File: src/rtl/packet_sum_accumulator.sv
// Packet sum accumulator: sums a valid/ready packet of words modulo 2^WIDTH,
// counts carry-outs and words with saturating counters, and presents one
// held result per packet on a valid/ready output port.
module packet_sum_accumulator #(
    parameter int WIDTH = 16,
    parameter int CNT_W = 8
) (
    input  logic             clk,
    input  logic             rst_n,
    input  logic             in_valid,
    output logic             in_ready,
    input  logic [WIDTH-1:0] in_data,
    input  logic             in_last,
    output logic             out_valid,
    input  logic             out_ready,
    output logic [WIDTH-1:0] out_sum,
    output logic [CNT_W-1:0] out_carries,
    output logic [CNT_W-1:0] out_count
);

    typedef enum logic [1:0] {
        IDLE = 2'd0,
        ACC  = 2'd1,
        DONE = 2'd2
    } state_t;

    state_t           state_q, state_d;
    logic [WIDTH-1:0] acc_q, acc_d;
    logic [CNT_W-1:0] carries_q, carries_d;
    logic [CNT_W-1:0] count_q, count_d;
    logic [WIDTH-1:0] out_sum_q, out_sum_d;
    logic [CNT_W-1:0] out_carries_q, out_carries_d;
    logic [CNT_W-1:0] out_count_q, out_count_d;

    logic             accept;
    logic [WIDTH:0]   add_res;
    logic [CNT_W-1:0] carry_inc;

    assign in_ready    = (state_q != DONE);
    assign out_valid   = (state_q == DONE);
    assign out_sum     = out_sum_q;
    assign out_carries = out_carries_q;
    assign out_count   = out_count_q;

    // Next-state and datapath: accumulate on accept, latch result on entering DONE
    always_comb begin
        state_d       = state_q;
        acc_d         = acc_q;
        carries_d     = carries_q;
        count_d       = count_q;
        out_sum_d     = out_sum_q;
        out_carries_d = out_carries_q;
        out_count_d   = out_count_q;
        accept        = in_valid & in_ready;
        add_res       = {1'b0, acc_q} + {1'b0, in_data};
        carry_inc     = {{(CNT_W-1){1'b0}}, add_res[WIDTH]};

        case (state_q)
            IDLE: begin
                if (accept) begin
                    acc_d     = in_data;
                    carries_d = '0;
                    count_d   = CNT_W'(1);
                    state_d   = in_last ? DONE : ACC;
                end
            end
            ACC: begin
                if (accept) begin
                    acc_d     = add_res[WIDTH-1:0];
                    carries_d = (carries_q == '1) ? carries_q : carries_q + carry_inc;
                    count_d   = (count_q == '1) ? count_q : count_q + CNT_W'(1);
                    state_d   = in_last ? DONE : ACC;
                end
            end
            DONE: begin
                if (out_ready) begin
                    state_d = IDLE;
                end
            end
            default: begin
                state_d = IDLE;
            end
        endcase

        // Result registers load the post-update values so the last word is included
        if (accept && in_last) begin
            out_sum_d     = acc_d;
            out_carries_d = carries_d;
            out_count_d   = count_d;
        end
    end

    // State and datapath registers with asynchronous active-low reset
    always_ff @(posedge clk or negedge rst_n) begin
        if (!rst_n) begin
            state_q       <= IDLE;
            acc_q         <= '0;
            carries_q     <= '0;
            count_q       <= '0;
            out_sum_q     <= '0;
            out_carries_q <= '0;
            out_count_q   <= '0;
        end else begin
            state_q       <= state_d;
            acc_q         <= acc_d;
            carries_q     <= carries_d;
            count_q       <= count_d;
            out_sum_q     <= out_sum_d;
            out_carries_q <= out_carries_d;
            out_count_q   <= out_count_d;
        end
    end

endmodule

File: config.mk
export PLATFORM = sky130hd
export DESIGN_NAME = packet_sum_accumulator
export DESIGN_NICKNAME = d
export VERILOG_FILES = /design/src/rtl/packet_sum_accumulator.sv
export SDC_FILE = /design/constraint.sdc
export NUM_CORES = 1
export LEC_CHECK = 0
export CORE_ASPECT_RATIO = 2
export CORE_UTILIZATION = 50
export CTS_BUF_LIST = sky130_fd_sc_hd__clkbuf_16
export DETAILED_ROUTE_END_ITERATION = 7
export GPL_ROUTABILITY_DRIVEN = 0
export PLACE_DENSITY_LB_ADDON = 0.15
export RECOVER_POWER = 25
export SETUP_SLACK_MARGIN = 0.05
export SYNTH_ARGS = -nofsm -noshare
export SYNTH_HDL_FRONTEND = slang
export SYNTH_SLANG_ARGS = --single-unit
File: constraint.sdc
create_clock -name clk -period 4.45 [get_ports clk]
set_clock_uncertainty 0.1 [all_clocks]
set_input_delay 1.335 -clock clk [delete_from_list [all_inputs] [get_ports clk]]
set_output_delay 1.335 -clock clk [all_outputs]
set_load 0.01 [all_outputs]
==> qor.yml <==
run_status: "finished clean"
worst_path_largest_cell_delay_ns: 0.49
r2r_end: "out_carries[6]"
worstSetupPathType: "input port to flip-flop"
dieArea_um2: 8353
min_from: "out_count[3]"
rsz0062_at_grt: "no"
layout_commonest_cell: "dfrtp_1"
drc: 0
path_common_cell: "ha_4"
drv_cap: 0
start_util_pct: 52.04
overflow: 0
synth_compound_area_share_pct: 21.48
io_buffers: 54
row_count: 45
comb_power_share_pct: 42.0
r2r_slack_ns: 1.24
ant_nets: 0
cts_resized: 1
ys.warnings.count: 0
finalHoldViolCount: 0
cp_cell_sequence: "clkdlybuf4s50_1 -> ha_4 -> and3_4 -> nand4_1 -> or3b_4 -> a31oi_4 -> nand3_1 -> nand2_1 -> ha_4 -> ha_4 -> nand3_1 -> o21ai_0 -> o21ai_0 -> a22o_1 -> mux2_2"
fp.dieW_um: 65.13
syn_area_um2: 3985
switching_share_pct: 35.17
postCtsSetupRepairBufs: 0
synth_top_family_by_area: "compound AO/OA/AOI/OAI gates"
postLayoutCoreUtil_pct: 66.98
finalMaxSlewViolations: 0
final_nets: 538
cts_sinks: 66
drt_pre_antenna_iters: 4
worstMarginPinSlew_ns: 1.311
synth_edf_count: 0
power-per-cell-area_nw_per_um2: 521.2
postCtsHoldBufs: 0
yosys-top-cells-area: "dfrtp_1, ha_1, mux2_2, o21ai_0, nand2_1"
synthXorXnorAreaFrac_pct: 1.319
place_area_um2: 4782
vias: 3605
synth_area_per_cell_um2: 9.511
final_cell_mix: "dfrtp_1, clkdlybuf4s50_1, nand2_1"
yosysTopAreaCellShare_pct: 41.44
seq_area_um2: 1652
power_frac_clock_pct: 26.1
cts_tree: "built"
ys_seq_elements: 66
grt_pass1_wl_um: 17200
diodes: 0
multiInputGateArea_um2: 2236
seq_power_share_pct: 31.9
p_leak_uw: 0.002247
design_area_um2: 5129
crit_family: "simple AND/OR/NAND/NOR gates"
min_period_ns: 4.282
synth-simple-area-share_pct: 17.77
synth_mux_area_share_pct: 7.630
synth-async-reset-ratio_pct: 100.0
p_sw_uw: 940.2
clk_transition_reported_paths_ns: 0.06
start_kind: "input port"
syn_inst: 419
die_y_um: 128.3
slew_headroom_pct: 12.57
yosys.cell_types.count: 64
r2r_cells: 14
grt_pass1_vias: 3709
cts-buffers-inserted: 9
hp-class: "flip-flop to flip-flop"
critPathCaptureType: "flip-flop"
reg2reg_from: "acc_q[10]"
path_buf_inv: 1
worst_skew_pair.late_latency_ns: 0.34
setup_viol: 0
crit_fanout: 5
holdPathEnd: "out_count[3]"
drt_iter0_markers: 211
grt_usage_pct: 27.84
routed_wl_um: 10810
worstPathRequired_ns: 4.57
nFillCells: 643
ys.flop_type: "dfrtp_1"
fmax_ghz: 0.2335
synth_adder_area_share_pct: 6.468
cp_data_arrival_time_ns: 4.40
fin_crit_sh_pct: 96.23
wl_per_cell_um: 18.13
pin_count: 55
antenna_found_initial: 0
ir_drop_mv: 0.3694
crit_start: "in_data[9]"
internal-power_uw: 1733
grt_start_max_net_pins: 47
h-tree-depth: 3
synth.yosys.seq_area_share_pct: 41.44
yosysTopAreaCell: "dfrtp_1"
cts_buffer_depth: 2
synthesis.nets: 460
crit_slowest_cell: "clkdlybuf4s50_1"
vias_per_cell: 6.049
cts-root-buf: "clkbuf_16"
core_area_um2: 7657
synthToLayoutAreaGrowth_pct: 28.70
drive_gt1_share_pct: 18.13
holdPathStages: 2
dpl.hpwl_um: 7728
## worst min-delay path, delay by kind of cell (launching register included)
family	cells	cell delay, ns
DFF	1	0.34
and+or+nand+nor	2	0.11
## synth_stat cells, drive strengths merged (3+ instances only)
library cell,instances
a211o,3
a211oi,6
a21o,7
a21oi,33
a22o,3
a31oi,8
a41oi,3
and3,11
buf,14
clkbuf,8
dfrtp,66
ha,19
inv,8
mux2,19
mux2i,9
nand2,50
nand3,13
nand4,5
nor2,24
nor2b,3
nor3,10
nor3b,4
nor4b,3
o21a,5
o21ai,39
o21bai,3
o22ai,4
o31ai,4
or3,6
xnor2,4
## final cells by class
type / instances / area share, %
clock buffers: 9 / 4.391
clock inverters: 7 / 1.366
inverters: 9 / 0.6587
multi-input cells: 322 / 43.60
flip-flops and latches: 66 / 32.20
well taps: 94 / 2.293
repair buffers: 89 / 15.49
## kinds of logic (layout without fill, tap and decap cells)
kind of cell               after synthesis  in the layout
adders and majority gates               20             20
xor gates and xnor gates                 6              6
buffers and inverters                   31            114
muxes                                   28             28
and+or+nand+nor                        137            137
AOI/OAI and AO/OA                      131            131
DFF                                     66             66
## power by group through the flow
stage	Combinational [uW]	Sequential, uW	Clock (uW)
CTS	1100	851	710
floorplan	607	871	0
finish	1120	854	698
global route	1220	872	741
global placement	1070	851	0
detailed placement	1090	860	0
## metal layers
layer	global-route usage, %	up-vias	wire, um
met1	27.91	1733	3924
met3	5.516	46	406
met4	18.03	0	601
li1	-	1699	-
met5	0	-	0
met2	50.43	127	5874
## flip-flops by register name (all words and copies together), names as in the netlist
register	cells
out_sum	16
count_q	8
carries_q	8
acc_q	16
state_q	2
out_carries	8
out_count	8
## worst max-delay path by stage
stage,endpoint,slack [ns],depth (start not counted)
after floorplan,out_carries[6],0.22,16
after global placement,out_carries[4],-0.29,17
after detailed placement,out_carries[6],-0.34,17
after CTS,out_carries[6],0.05,17
after global routing,out_carries[6],0.05,16
final,out_carries[6],0.17,15
## metrics by stage
step | instances | hold slack (ns) | worst slack [ns] | TNS (ns) | power [uW]
after floorplan | 419 | 0.3673 | 0.2172 | 0 | 1478
after CTS | 596 | 0.3856 | 0.05407 | 0 | 2659
final | 596 | 0.3780 | 0.1677 | 0 | 2673
after global placement | 580 | 0.3613 | -0.2879 | -1.151 | 1922
after detailed placement | 580 | 0.3712 | -0.3369 | -1.522 | 1949
after global routing | 596 | 0.4099 | 0.04635 | 0 | 2829
Power figures use the tool's default switching activity.
